**src/rtl/ram_port_arbiter.sv**
```systemverilog
// ram_port_arbiter
//   Front end for the single-clock dual-address RAM. It takes independent
//   write and read requests over valid/ready handshakes and serialises them
//   onto the RAM's one write-or-read-per-clock control. It range-checks
//   addresses against DEPTH, returns read data two cycles after acceptance,
//   and keeps saturating counts of in-range writes and reads.
//
// Ports
//   clk, rst             clock, synchronous active-high reset
//   wr_valid/ready       write request handshake; wr_ready is combinational
//   wr_addr, wr_data     write request payload
//   wr_err               pulse: accepted write was out of range and dropped
//   rd_valid/ready       read request handshake; rd_ready is combinational
//   rd_addr              read request address
//   rsp_valid/data/err   read response (pulse, no backpressure)
//   mem_*                registered RAM controls, and RAM read data in
//   wr_count, rd_count   saturating counts of in-range writes and reads
module ram_port_arbiter #(
  parameter int DATA_W = 8,
  parameter int ADDR_W = 10,
  parameter int DEPTH  = 512,
  parameter int CNT_W  = 16
) (
  input  logic              clk,
  input  logic              rst,
  input  logic              wr_valid,
  output logic              wr_ready,
  input  logic [ADDR_W-1:0] wr_addr,
  input  logic [DATA_W-1:0] wr_data,
  output logic              wr_err,
  input  logic              rd_valid,
  output logic              rd_ready,
  input  logic [ADDR_W-1:0] rd_addr,
  output logic              rsp_valid,
  output logic [DATA_W-1:0] rsp_data,
  output logic              rsp_err,
  output logic              mem_write,
  output logic [ADDR_W-1:0] mem_write_address,
  output logic [DATA_W-1:0] mem_data_in,
  output logic [ADDR_W-1:0] mem_read_address,
  input  logic [DATA_W-1:0] mem_data_out,
  output logic [CNT_W-1:0]  wr_count,
  output logic [CNT_W-1:0]  rd_count
);

  // One extra bit so that DEPTH == 2**ADDR_W still compares correctly.
  localparam logic [ADDR_W:0] LIMIT = (ADDR_W+1)'(DEPTH);

  logic              prio_q;  // 0: write wins a tie, 1: read wins a tie
  logic              wr_grant, rd_grant, wr_in, rd_in;
  logic              mem_write_q, wr_err_q;
  logic [ADDR_W-1:0] waddr_q, raddr_q;
  logic [DATA_W-1:0] wdata_q, rsp_data_q;
  logic [CNT_W-1:0]  wr_cnt_q, rd_cnt_q;
  logic [1:0]        vld_pipe_q, err_pipe_q;  // read tracking, index 1 is older
  logic              rsp_valid_q, rsp_err_q;

  always_comb begin
    wr_grant = 1'b0;
    rd_grant = 1'b0;
    if (!rst) begin
      wr_grant = wr_valid && (!rd_valid || !prio_q);
      rd_grant = rd_valid && (!wr_valid ||  prio_q);
    end
    wr_in = ({1'b0, wr_addr} < LIMIT);
    rd_in = ({1'b0, rd_addr} < LIMIT);
  end

  always_ff @(posedge clk) begin
    if (rst) begin
      prio_q      <= 1'b0;
      mem_write_q <= 1'b0;
      wr_err_q    <= 1'b0;
      waddr_q     <= '0;
      wdata_q     <= '0;
      raddr_q     <= '0;
      wr_cnt_q    <= '0;
      rd_cnt_q    <= '0;
      vld_pipe_q  <= '0;
      err_pipe_q  <= '0;
      rsp_valid_q <= 1'b0;
      rsp_err_q   <= 1'b0;
      rsp_data_q  <= '0;
    end else begin
      // Any grant hands the tie-break to the other side.
      if (wr_grant)      prio_q <= 1'b1;
      else if (rd_grant) prio_q <= 1'b0;

      mem_write_q <= wr_grant && wr_in;
      wr_err_q    <= wr_grant && !wr_in;

      if (wr_grant && wr_in) begin
        waddr_q <= wr_addr;
        wdata_q <= wr_data;
        if (wr_cnt_q != '1) wr_cnt_q <= wr_cnt_q + CNT_W'(1);
      end
      // Out-of-range reads leave the RAM read address untouched.
      if (rd_grant && rd_in) begin
        raddr_q <= rd_addr;
        if (rd_cnt_q != '1) rd_cnt_q <= rd_cnt_q + CNT_W'(1);
      end

      vld_pipe_q <= {vld_pipe_q[0], rd_grant};
      err_pipe_q <= {err_pipe_q[0], rd_grant && !rd_in};

      // RAM read data is valid after T1; capture it at T2.
      rsp_valid_q <= vld_pipe_q[1];
      rsp_err_q   <= vld_pipe_q[1] && err_pipe_q[1];
      if (vld_pipe_q[1]) rsp_data_q <= err_pipe_q[1] ? '0 : mem_data_out;
    end
  end

  assign wr_ready          = wr_grant;
  assign rd_ready          = rd_grant;
  assign wr_err            = wr_err_q;
  assign rsp_valid         = rsp_valid_q;
  assign rsp_data          = rsp_data_q;
  assign rsp_err           = rsp_err_q;
  assign mem_write         = mem_write_q;
  assign mem_write_address = waddr_q;
  assign mem_data_in       = wdata_q;
  assign mem_read_address  = raddr_q;
  assign wr_count          = wr_cnt_q;
  assign rd_count          = rd_cnt_q;

endmodule

```
**config.mk**
```make
export PLATFORM = sky130hd
export DESIGN_NAME = ram_port_arbiter
export DESIGN_NICKNAME = d
export VERILOG_FILES = /design/src/rtl/ram_port_arbiter.sv
export SDC_FILE = /design/constraint.sdc
export NUM_CORES = 1
export LEC_CHECK = 0
export CAP_MARGIN = 20
export CORE_MARGIN = 1.5
export CORE_UTILIZATION = 30
export DETAILED_ROUTE_END_ITERATION = 10
export PLACE_DENSITY = 0.63
export SETUP_SLACK_MARGIN = 0.4
export SLEW_MARGIN = 30
export SYNTH_ARGS = -nofsm -noshare
export SYNTH_HDL_FRONTEND = slang
export SYNTH_SLANG_ARGS = --single-unit
```
**constraint.sdc**
```tcl
create_clock -name clk -period 1.7 [get_ports clk]
set_input_delay 0.255 -clock clk [delete_from_list [all_inputs] [get_ports clk]]
set_output_delay 0.255 -clock clk [all_outputs]
set_load 0.01 [all_outputs]
```
# Word-level counts from Yosys, hierarchy flattened
# Index checks and enable logic that the tools add are counted.
# totals
register_bits	77
latchBits	0
ramBits	0
mem_bits_ro	0
in_bits	40
word_cells	41
mem_count	0
# op_classes
add_sub_neg	2
n_mul	0
n_div	0
n_lt_le_gt_ge	2
n_eq_ne	2
n_shift	0
mux	5
n_bitwise	0
n_reduce_logical	17
# op_table
operator	count
16-bit by 1-bit adder with 16-bit output (second input constant)	2
16-bit inequality test (second input constant)	2
10-bit less-than comparator (second input constant)	2
8-bit two-way mux	1
1-bit logical AND	7
1-bit zero test	5
1-bit two-way mux	4
2-bit AND reduction	2
1-bit logical OR	2
2-bit nonzero test	1

# Depth between registers and ports, before layout
# Gate-level depths: netlist (run 1).
# logic_depth
ltp_word	6
depth_mapped	7

# Worst setup path before layout (run 1)
# OpenSTA, ideal clock, no wires.
# synth_timing
path_type	register to register
start	reg wr_cnt_q[0] (netlist: wr_count[0])
end	reg wr_cnt_q[8] (netlist: wr_count[8])
t_arrival_ns	1.771
path_slack_ns	-0.206
stages_incl_launch_ff	7
path_buffers	1
synth_period_minus_slack_ns	1.906
cell_sequence	dfxtp_1 ha_1 nand3_1 or4_4 buf_4 o311ai_0 o41ai_1
# synth_via
elab_chain_cells	2
elab_cells_between_ends	3
classes_between	1 x add/sub; 1 x eq/ne; 1 x reduce/logical
# synth_lines
item	line	text
start, declared	54	logic [CNT_W-1:0] wr_cnt_q, rd_cnt_q;
start signal, assigned	95	if (wr_cnt_q != '1) wr_cnt_q <= wr_cnt_q + CNT_W'(1);
parallel branches: the longest is 2 deep, another holds 16-bit by 1-bit adder with 16-bit output	-	
# Parallel ways; which one is timed is not known.
# A chain may end at the register's enable or synchronous reset.

# Worst setup path in the final report (run 1)
# layout_timing
start	reg wr_cnt_q[1] (netlist: wr_count[1])
end	reg wr_cnt_q[6] (netlist: wr_count[6])
# Same word-level chain as after synthesis.

==> results of run 1 <==
-- layout make-up --
type	instances	share of cell area, %
flip-flops and latches	77	26.7
well taps	136	2.78
clock inverters	5	0.981
multi-input cells	275	33.7
inverters	8	0.654
clock buffers	11	2.84
repair buffers	211	32.4
-- metrics by stage --
| stage | cells | setup WS [ps] | TNS [ps] |
|---|---|---|---|
| 6_report | 723 | -49.5 | -157 |
| 5_1_grt | 723 | -97.7 | -1160 |
| 4_1_cts | 703 | -64.1 | -116 |
| 3_5_place_dp | 661 | -552 | -13660 |
| 3_3_place_gp | 661 | -486 | -11520 |
| 2_1_floorplan | 378 | -15.7 | -45.6 |
-- layer usage --
layer | wire, um | share of wire, % | vias to the layer above
li1 | - | - | 1789
met1 | 4510 | 42 | 1699
met2 | 5480 | 51 | 95
met3 | 571 | 5.3 | 14
met4 | 180 | 1.7 | 2
met5 | 13 | 0.12 | -
-- cells in the mapped netlist, types with 5 or more instances --
cell       n
dfxtp_1   77
nand2_1   66
a21oi_1   50
nor2_1    19
nor2b_1   17
clkbuf_1  16
nand3_1   14
o31ai_1    9
or4_1      9
nand4_1    8
nor3_1     7
nor4_1     7
o21ai_0    7
inv_1      6
mux2_2     6
or3_1      6
and2_1     5
and3_1     5
and4_1     5
-- repair_timing --
item                                    4_1_cts  5_1_grt
endpoints found under the setup margin      134       88
buffers inserted                             24       18
cloned                                        2        2
pin swaps                                    42       20
hold buffers                                  0        0
resized for setup                           207       76
-- tightest hold or removal path, stage by stage --
cell and delay [ps]:
buf_2 150, nor2b_4 70, and2_1 130
-- power breakdown --
part	leakage, nW	internal, mW	total [mW]	switching [mW]
registers	0.646	1.80	1.82	0.0181
clock network	0.121	0.867	1.59	0.726
logic	1.80	0.251	0.439	0.189
total	2.57	2.92	3.86	0.933
-- worst max-delay path by stage --
stage / from / to / slack [ps] / cells past startpoint
floorplan: rst / wr_count[6]$_SDFFE_PP0P_ / -20 / 5
finish: wr_count[1]$_SDFFE_PP0P_ / wr_count[6]$_SDFFE_PP0P_ / -50 / 5
global route: rd_count[0]$_SDFFE_PP0P_ / rd_count[5]$_SDFFE_PP0P_ / -100 / 8
detailed placement: rd_valid / wr_count[6]$_SDFFE_PP0P_ / -550 / 5
CTS: wr_count[0]$_SDFFE_PP0P_ / wr_count[6]$_SDFFE_PP0P_ / -60 / 5
global placement: rd_valid / wr_count[10]$_SDFFE_PP0P_ / -490 / 5
-- state kept, by name, indices dropped and copies added, names as in the netlist --
register and flops:
prio_q 1, wr_err 1, rsp_err 1, wr_count 16
rsp_valid 1, vld_pipe_q 2, mem_write_address 10, mem_data_in 8
rsp_data 8, err_pipe_q 2, mem_write 1, mem_read_address 10
rd_count 16
-- cells by family after synthesis --
family,count (synthesis),synth area share [%]
mux,6,2.09
compound gates,88,16.9
fa+ha+maj,2,0.775
simple gates,179,29.1
flops,77,47.8
buf+inv,26,3.37
==> results.py, run 1 <==
metrics = {
    "cts": {
        "clk_pin_slew_ps": 80,
        "clock_latency_ps": 350,
        "clock-sinks": 77,
        "root_buffer": "clkbuf_8",
        "cts_max_level": 3,
        "clock_path_buffers": 2,
        "cts_tree": "done",
        "numCtsBuffers": 9,
    },
    "floorplanning": {
        "design.core.area_um2": 10400,
        "ioPinCount": 114,
        "die_w_um": 107,
        "dieHeight_um": 107,
        "initial_utilization_pct": 31.1,
        "num_rows": 37,
        "dieArea_um2": 11400,
    },
    "logic_synthesis": {
        "yosys-top-cells-area": "dfxtp_1 (48%), a21oi_1 (7.8%), nand2_1 (7.7%), nor2b_1 (3.3%), nor2_1 (2.2%)",
        "synth_edf_count": 0,
        "synth_warnings": 0,
        "syn_area_per_cell_um2": 8.54,
        "ys_seq_elements": 77,
        "synth_area_um2": 3230,
        "syn_inst": 378,
        "postSynth.asyncResetShare_pct": 0,
        "synth_top_area_share_pct": 47.8,
        "yosysTopAreaCell": "dfxtp_1",
        "syn-num-nets": 420,
        "synthFlopType": "dfxtp_1",
        "yosysSeqAreaShare_pct": 47.8,
        "yosysUniqueCellTypes": 43,
    },
    "setup_path": {
        "crit_arrival_ps": 2030,
        "cp_max_fo": 5,
        "cp_top_family": "simple AND/OR/NAND/NOR gates",
        "end_kind": "flop",
        "cp_slowest_stage_delay_ps": 530,
        "crit_path_top_delay_cell": "or4_4",
        "worstSetupStartpointType": "flop",
        "worst_r2r_path_depth": 5,
        "r2r-start": "wr_count[1]$_SDFFE_PP0P_",
        "crit_buf_inv": 0,
        "crit_chain": "ha_4 > nand3_4 > or4_4 > or4_4 > a21oi_2",
        "path_class": "reg2reg",
        "cp_common_cell": "or4_4",
        "rr_endpoint": "wr_count[6]$_SDFFE_PP0P_",
        "rrSetupSlack_ps": -50,
        "critical_path_required_ps": 1980,
    },
    "placement": {
        "place.detailed.hpwl_um": 6900,
        "io_buffers": 113,
        "dpl_cell_area_um2": 5050,
        "place.gp.congestion": 0.775,
    },
    "layout": {
        "finalNetCount": 624,
        "n_antenna_cell": 0,
        "drive_gt1_share_pct": 43.3,
        "final_cell_mix": "buf_4 (54), dlygate4sd2_1 (48), dfxtp_1 (45)",
        "final_common_cell": "buf_4",
        "fin_util_pct": 59.1,
        "nFillCells": 897,
        "seq_area_um2": 1630,
        "final_area_um2": 6120,
        "multiInputGateArea_um2": 2060,
        "area_delta_synth_final_pct": 89.8,
    },
    "sta": {
        "period_minus_slack_ps": 1750,
        "min_period_over_period_pct": 103,
        "drv_slew": 0,
        "skew_ps": 7.10,
        "max_slew_margin_pct": 61.8,
        "rsz0062_at_grt": "yes",
        "setup_slack_ps": -49.5,
        "fmax_ghz": 0.572,
        "setup_viol": 9,
        "finalHoldViolCount": 0,
        "worst_pin_slew_ps": 573,
        "whs_ps": 298,
    },
    "global_routing": {
        "grt_max_degree": 48,
        "grt-ovfl-total": 0,
        "track_usage_pct": 18.5,
        "grt_util_met1_pct": 22.1,
        "grt.met3_usage_pct": 4.92,
        "grt_pass1_wl_um": 16800,
        "grt.busiest_layer": "met2",
        "use_met2_pct": 31.5,
        "antenna_found_initial": 1,
        "grt_pass1_vias": 3452,
    },
    "route": {
        "vias_per_cell": 4.98,
        "drc": 0,
        "wire_per_inst_um": 14.9,
        "drt_wl_total_um": 10800,
        "num_vias": 3599,
        "drtAntennaViolNets": 0,
        "drt_pass1_iterations": 4,
        "initialDrtViolationCount": 143,
    },
    "run_status": {
        "status": "complete, but fails checks",
        "violations": "negative setup slack",
    },
    "min_path": {
        "hold_depth": 3,
        "hp-class": "in2reg",
        "min-delay-start": "rst",
        "hold_end": "vld_pipe_q[0]$_SDFF_PP0_",
    },
    "power": {
        "power-per-cell-area_nw_per_um2": 629,
        "peakVddDrop_v": 0.000444,
        "p_total_mw": 3.86,
        "total_leakage_power_nw": 2.57,
    },
    "run": {
        "cap_violations": 0,
    },
}
Power figures use the tool's default switching activity.
==> inputs of run 2 (changes only) <==
- CORE_UTILIZATION: 30 -> 40
- PLACE_DENSITY: 0.63 -> 0.79
==> run 2 against run 1 <==
  * The run still ends with negative setup slack left
  * Sequential share of layout area fell by 0.27 points
  * Final area rose by 0.86%
  * Final cell count fell by 5.5%
==> results.py, run 2 (same netlist as run 1, synthesis figures left out) <==
metrics = {
    "setup_path": {
        "critical_path_required_ps": 1970,
        "path_class": "reg2reg",
        "worstSetupStartpointType": "flop",
        "end_kind": "flop",
        "crit_arrival_ps": 2020,
        "cp_max_fo": 7,
    },
    "placement": {
        "place.detailed.hpwl_um": 6790,
        "io_buffers": 113,
        "place.gp.congestion": 0.884,
        "dpl_cell_area_um2": 5000,
        "dpl.cell_count": 626,
    },
    "cts": {
        "cts_max_level": 3,
        "clock-sinks": 77,
        "clock_latency_ps": 350,
        "numCtsBuffers": 9,
        "cts_tree": "done",
        "clock_path_buffers": 2,
        "hold_buffers": 0,
        "root_buffer": "clkbuf_8",
        "clk_pin_slew_ps": 80,
    },
    "sta": {
        "max_slew_margin_pct": 60.1,
        "finalHoldViolCount": 0,
        "setup_slack_ps": -48.7,
        "skew_ps": 7.50,
        "min_period_over_period_pct": 103,
        "setup_viol": 5,
        "rsz0062_at_grt": "yes",
        "drv_slew": 0,
        "period_minus_slack_ps": 1750,
        "worst_pin_slew_ps": 599,
        "fin_setup_tns_ps": -186,
        "fmax_ghz": 0.572,
    },
    "power": {
        "total_leakage_power_nw": 2.63,
        "peakVddDrop_v": 0.000418,
        "power-per-cell-area_nw_per_um2": 586,
    },
    "layout": {
        "final_common_cell": "dlygate4sd2_1",
        "fin_cells": 683,
        "area_delta_synth_final_pct": 91.4,
        "final_cell_mix": "dlygate4sd2_1 (54), buf_6 (47), dfxtp_1 (45)",
        "finalNetCount": 617,
        "nFillCells": 456,
        "final_area_um2": 6180,
        "drive_gt1_share_pct": 46.2,
        "fin_util_pct": 79.5,
    },
    "global_routing": {
        "track_usage_pct": 25.2,
        "antenna_found_initial": 1,
        "grt_pass1_wl_um": 17200,
        "grt_max_degree": 64,
        "grt-ovfl-total": 0,
        "grt_pass1_vias": 3603,
    },
    "floorplanning": {
        "dieHeight_um": 92.8,
        "initial_utilization_pct": 41.5,
        "die_w_um": 92.8,
        "ioPinCount": 114,
        "design.core.area_um2": 7770,
        "dieArea_um2": 8610,
        "num_rows": 32,
    },
    "route": {
        "num_vias": 3806,
        "wire_per_inst_um": 18.0,
        "drt_wl_total_um": 12300,
        "drt_pass1_iterations": 4,
        "drc": 0,
        "drtAntennaViolNets": 0,
        "vias_per_cell": 5.57,
        "initialDrtViolationCount": 134,
    },
    "run_status": {
        "status": "complete, but fails checks",
        "violations": "negative setup slack",
    },
    "run": {
        "cap_violations": 0,
    },
    "min_path": {
        "hp-class": "in2reg",
    },
}
run 2: changes by cell type in the layout (fill, tap and decap cells not counted), sizes merged:
cell,before,now
dlygate4sd2,48,54
bufinv,1,0
clkdlybuf4s15,16,9
buf,105,101
clkinvlp,0,1
diode,0,1
clkdlybuf4s50,36,37
nand3,14,15
inv,10,7
clkbuf,17,12
clkinv,2,5
dlymetal6s2s,0,1
run 2: area by class of cell:
cell class                      count  area (um2)  share of cell area [%]
Timing Repair Buffer              203        1920                    31.0
Multi-Input combinational cell    276        2270                    36.8
Antenna cell                        1        2.50                  0.0405
Clock inverter                      5        32.5                   0.527
Tap cell                          102         128                    2.07
Clock buffer                       11         153                    2.47
Sequential cell                    77        1630                    26.4
Inverter                            8        42.5                   0.689
run 2: layer usage:
metal  vias to the layer above  global-route usage (%)  share of wire, %
li1                       1782                       -                 -
met4                         0                    10.5               2.9
met5                         -                       0                 0
met1                      1830                    28.6                38
met3                        32                    7.06               6.5
met2                       162                    44.1                53
run 2: final timing paths:
path                             from                         to  depth (start not counted)  slack [ps]
max               prio_q$_SDFFE_PP0P_   wr_count[6]$_SDFFE_PP0P_                          4         -50
max reg2reg       prio_q$_SDFFE_PP0P_   wr_count[6]$_SDFFE_PP0P_                          4         -50
min                               rst  wr_count[12]$_SDFFE_PP0P_                          3         260
min reg2reg  vld_pipe_q[0]$_SDFF_PP0_   vld_pipe_q[1]$_SDFF_PP0_                          1         450
run 2: power by group:
| part | internal [mW] | leakage (nW) | switching, mW | total (mW) |
|---|---|---|---|---|
| sequential | 1.81 | 0.645 | 0.0206 | 1.83 |
| clock | 0.618 | 0.0948 | 0.704 | 1.32 |
| combinational | 0.252 | 1.89 | 0.217 | 0.469 |
| total | 2.68 | 2.63 | 0.942 | 3.62 |
run 2: stage by stage:
step / setup WS (ps) / power (mW) / hold slack, ps
floorplan: -15.7 / 2.01 / 371
global placement: -458 / 2.22 / 418
detailed placement: -490 / 2.23 / 426
CTS: -57.1 / 3.54 / 240
global route: -110 / 3.74 / 260
finish: -48.7 / 3.62 / 259
run 2: timing repair:
item                                   CTS  global route
setup endpoints to repair              135            78
gates resized for setup                205           119
endpoints found under the hold margin    0             0
gates cloned                             3             1
pin swaps                               50            33
setup buffers                           21            15
run 2: worst max-delay path, stage by stage (launching register included):
cell and delay (ps):
dfxtp_2 330, a21o_1 210, or4_4 540, or4_1 440
a21oi_1 150
==> inputs of run 3 (changes only) <==
- ABC_AREA: unset -> 1
- CORE_UTILIZATION: 40 -> 41
- MAX_ROUTING_LAYER: unset -> met4
- PLACE_DENSITY: 0.79 -> 0.8
==> run 3 against run 2 <==
  * The flow now finishes without violations
  * Sequential power hardly changed
  * Clock skew up 7.3 ps
  * Synthesized cell count up 33%
  * Highest routed layer unchanged
  * Clock power grew 7%
  * Register-to-register slack improved by 320 ps
  * Die area increased by 4.7%
  * Global-route usage shrank 0.49 points
  * Core utilization down 8.4 points
==> results.py, run 3 <==
metrics = {
    "setup_path": {
        "end_kind": "flop",
        "crit_path_top_delay_cell": "dfxtp_4",
        "worst_r2r_path_depth": 8,
        "critical_path_required_ps": 1960,
        "rr_endpoint": "rd_count[7]$_SDFFE_PP0P_",
        "cp_top_family": "simple AND/OR/NAND/NOR gates",
        "worstSetupStartpointType": "flop",
        "crit_chain": "nand2_2 > inv_2 > nand2_1 > nor2_4 > nand3_4 > nand3_2 > nand2_1 > nor2_1",
        "r2r-start": "rd_count[6]$_SDFFE_PP0P_",
        "cp.depth": 8,
        "cp_common_cell": "nand2_1",
        "path_class": "reg2reg",
        "cp_max_fo": 5,
        "cp_slowest_stage_delay_ps": 410,
        "crit_arrival_ps": 1690,
        "rrSetupSlack_ps": 270,
        "crit_buf_inv": 1,
    },
    "logic_synthesis": {
        "yosysSeqAreaShare_pct": 44.4,
        "postSynth.asyncResetShare_pct": 0,
        "synth_edf_count": 0,
        "yosysTopAreaCell": "dfxtp_1",
        "yosysMostFrequentCell": "nand2_1",
        "yosys-top-cells-count": "nand2_1 (155), dfxtp_1 (77), nor2_1 (77)",
        "syn_inst": 504,
        "syn_area_per_cell_um2": 6.88,
        "synth_top_area_share_pct": 44.4,
        "synth_area_um2": 3470,
        "syn-num-nets": 546,
        "ys_seq_elements": 77,
        "yosys-top-cells-area": "dfxtp_1 (44%), nand2_1 (17%), nor2_1 (8.3%), a21oi_1 (8.1%), nand3_1 (5.1%)",
        "yosysUniqueCellTypes": 30,
        "synth_warnings": 0,
        "synthFlopType": "dfxtp_1",
    },
    "layout": {
        "finalNetCount": 705,
        "area_delta_synth_final_pct": 68.4,
        "final_common_cell": "nand2_1",
        "final_cell_mix": "nand2_1 (127), dlygate4sd2_1 (63), nor2_1 (53)",
        "n_antenna_cell": 0,
        "drive_gt1_share_pct": 34.1,
    },
    "cts": {
        "hold_buffers": 0,
        "clk_pin_slew_ps": 90,
        "clock_path_buffers": 2,
        "root_buffer": "clkbuf_8",
        "cts_max_level": 3,
        "clock-sinks": 77,
        "cts_tree": "done",
        "clock_latency_ps": 350,
        "numCtsBuffers": 9,
    },
    "sta": {
        "fmax_ghz": 0.700,
        "finalHoldViolCount": 0,
        "period_minus_slack_ps": 1430,
        "drv_slew": 0,
        "whs_ps": 178,
        "rsz0062_at_grt": "yes",
        "skew_ps": 14.8,
        "max_slew_margin_pct": 75.2,
        "min_period_over_period_pct": 84.0,
        "worst_pin_slew_ps": 372,
        "setup_viol": 0,
    },
    "min_path": {
        "hold_end": "prio_q$_SDFFE_PP0P_",
        "hp-class": "in2reg",
        "min-delay-start": "rst",
        "hold_depth": 2,
    },
    "floorplanning": {
        "die_w_um": 95.0,
        "ioPinCount": 114,
        "dieHeight_um": 95.0,
        "dieArea_um2": 9020,
        "initial_utilization_pct": 42.2,
        "design.core.area_um2": 8220,
        "num_rows": 33,
    },
    "placement": {
        "io_buffers": 113,
        "place.detailed.hpwl_um": 7270,
        "place.gp.congestion": 0.898,
    },
    "route": {
        "drtAntennaViolNets": 0,
        "drt_wl_total_um": 12300,
        "vias_per_cell": 5.34,
        "drc": 0,
        "wire_per_inst_um": 15.9,
        "initialDrtViolationCount": 230,
        "num_vias": 4124,
        "drt_pass1_iterations": 5,
    },
    "power": {
        "switching_share_pct": 25.9,
        "p_switching_mw": 0.941,
        "total_leakage_power_nw": 2.52,
        "power.internal_mw": 2.69,
        "peakVddDrop_v": 0.000460,
        "comb_power_share_pct": 10.9,
        "pwr-share-clk_pct": 38.8,
        "seq_power_share_pct": 50.4,
        "power-per-cell-area_nw_per_um2": 622,
        "p_total_mw": 3.64,
    },
    "global_routing": {
        "grt-ovfl-total": 0,
        "grt_pass1_vias": 3786,
        "antenna_found_initial": 0,
        "grt_max_degree": 35,
        "track_usage_pct": 24.7,
        "grt_pass1_wl_um": 16900,
    },
    "run_status": {
        "status": "completed",
    },
    "run": {
        "cap_violations": 0,
    },
}
## run 3: changes by cell type after synthesis, sizes merged, moves of 9 or more
cell | previous run | this run
nand2 | 66 | 162
nor2b | 17 | 0
or4 | 10 | 0
clkbuf | 16 | 4
nor2 | 19 | 87
o31ai | 9 | 0
inv | 6 | 37
nand3 | 14 | 38
nor4 | 9 | 0
## run 3: cells by family after synthesis
group	share of synthesized area (%)
AOI/OAI and AO/OA	9.34
and+or+nand+nor	38.7
DFF	44.4
buffers and inverters	6.02
xor gates and xnor gates	0.758
adders and majority gates	0.721
## run 3: area by class of cell
type	count	area, um2
fillers	601	2370
multi-input cells	375	2290
flip-flops and latches	77	1630
repair buffers	159	1420
inverters	41	166
well taps	105	131
clock buffers	10	128
clock inverters	6	70.1
## run 3: through the flow
step | util, % | instance area (um2) | instances | TNS (ps) | setup WS [ps]
6_report | 71.1 | 5840 | 773 | 0 | 271
3_3_place_gp | 59.7 | 4900 | 732 | -250 | -77.7
2_1_floorplan | - | 3510 | 504 | 0 | 381
3_5_place_dp | 59.7 | 4900 | 732 | -1380 | -136
5_1_grt | 71.1 | 5840 | 773 | 0 | 211
4_1_cts | 64.9 | 5340 | 761 | 0 | 224
## run 3: how the worst max path moves through the flow
stage                                        start                   endpoint  slack, ps
final                     rd_count[6]$_SDFFE_PP0P_   rd_count[7]$_SDFFE_PP0P_        270
after global routing      wr_count[1]$_SDFFE_PP0P_  wr_count[14]$_SDFFE_PP0P_        210
after CTS                      prio_q$_SDFFE_PP0P_                   rd_ready        220
after detailed placement                  rd_valid  rd_count[15]$_SDFFE_PP0P_       -140
after global placement                    rd_valid                   rd_ready        -80
after floorplan           wr_count[0]$_SDFFE_PP0P_   wr_count[2]$_SDFFE_PP0P_        380
## run 3: routing by layer
| layer | track usage (%) | share of wire, % | routed length (um) | vias up |
|---|---|---|---|---|
| met3 | 7.41 | 7.3 | 895 | 43 |
| met1 | 27.5 | 38 | 4680 | 1946 |
| met5 | - | 0 | 0 | - |
| li1 | - | - | - | 1942 |
| met2 | 42.3 | 51 | 6320 | 193 |
| met4 | 7.84 | 3.5 | 425 | 0 |
## run 3: repair_timing
item                       4_1_cts  5_1_grt
resized for setup              164      134
setup buffers                   12       11
setup endpoints to repair      124       67
gates cloned                     1        1
hold endpoints to repair         0        0
pin swaps                       16       52
## run 3: power by group through the flow
stage	Sequential (mW)	Combinational (mW)	Clock, mW
detailed placement	1.90	0.349	0
finish	1.83	0.395	1.41
global placement	1.90	0.342	0
CTS	1.85	0.355	1.41
global route	1.84	0.425	1.50
floorplan	1.91	0.118	0
## run 3: worst reg2reg max path, cell delays in order (launching register included)
cell	delay, ps
dfxtp_4	410
nand2_2	90
inv_2	70
nand2_1	90
nor2_4	220
nand3_4	140
nand3_2	90
nand2_1	80
nor2_1	140
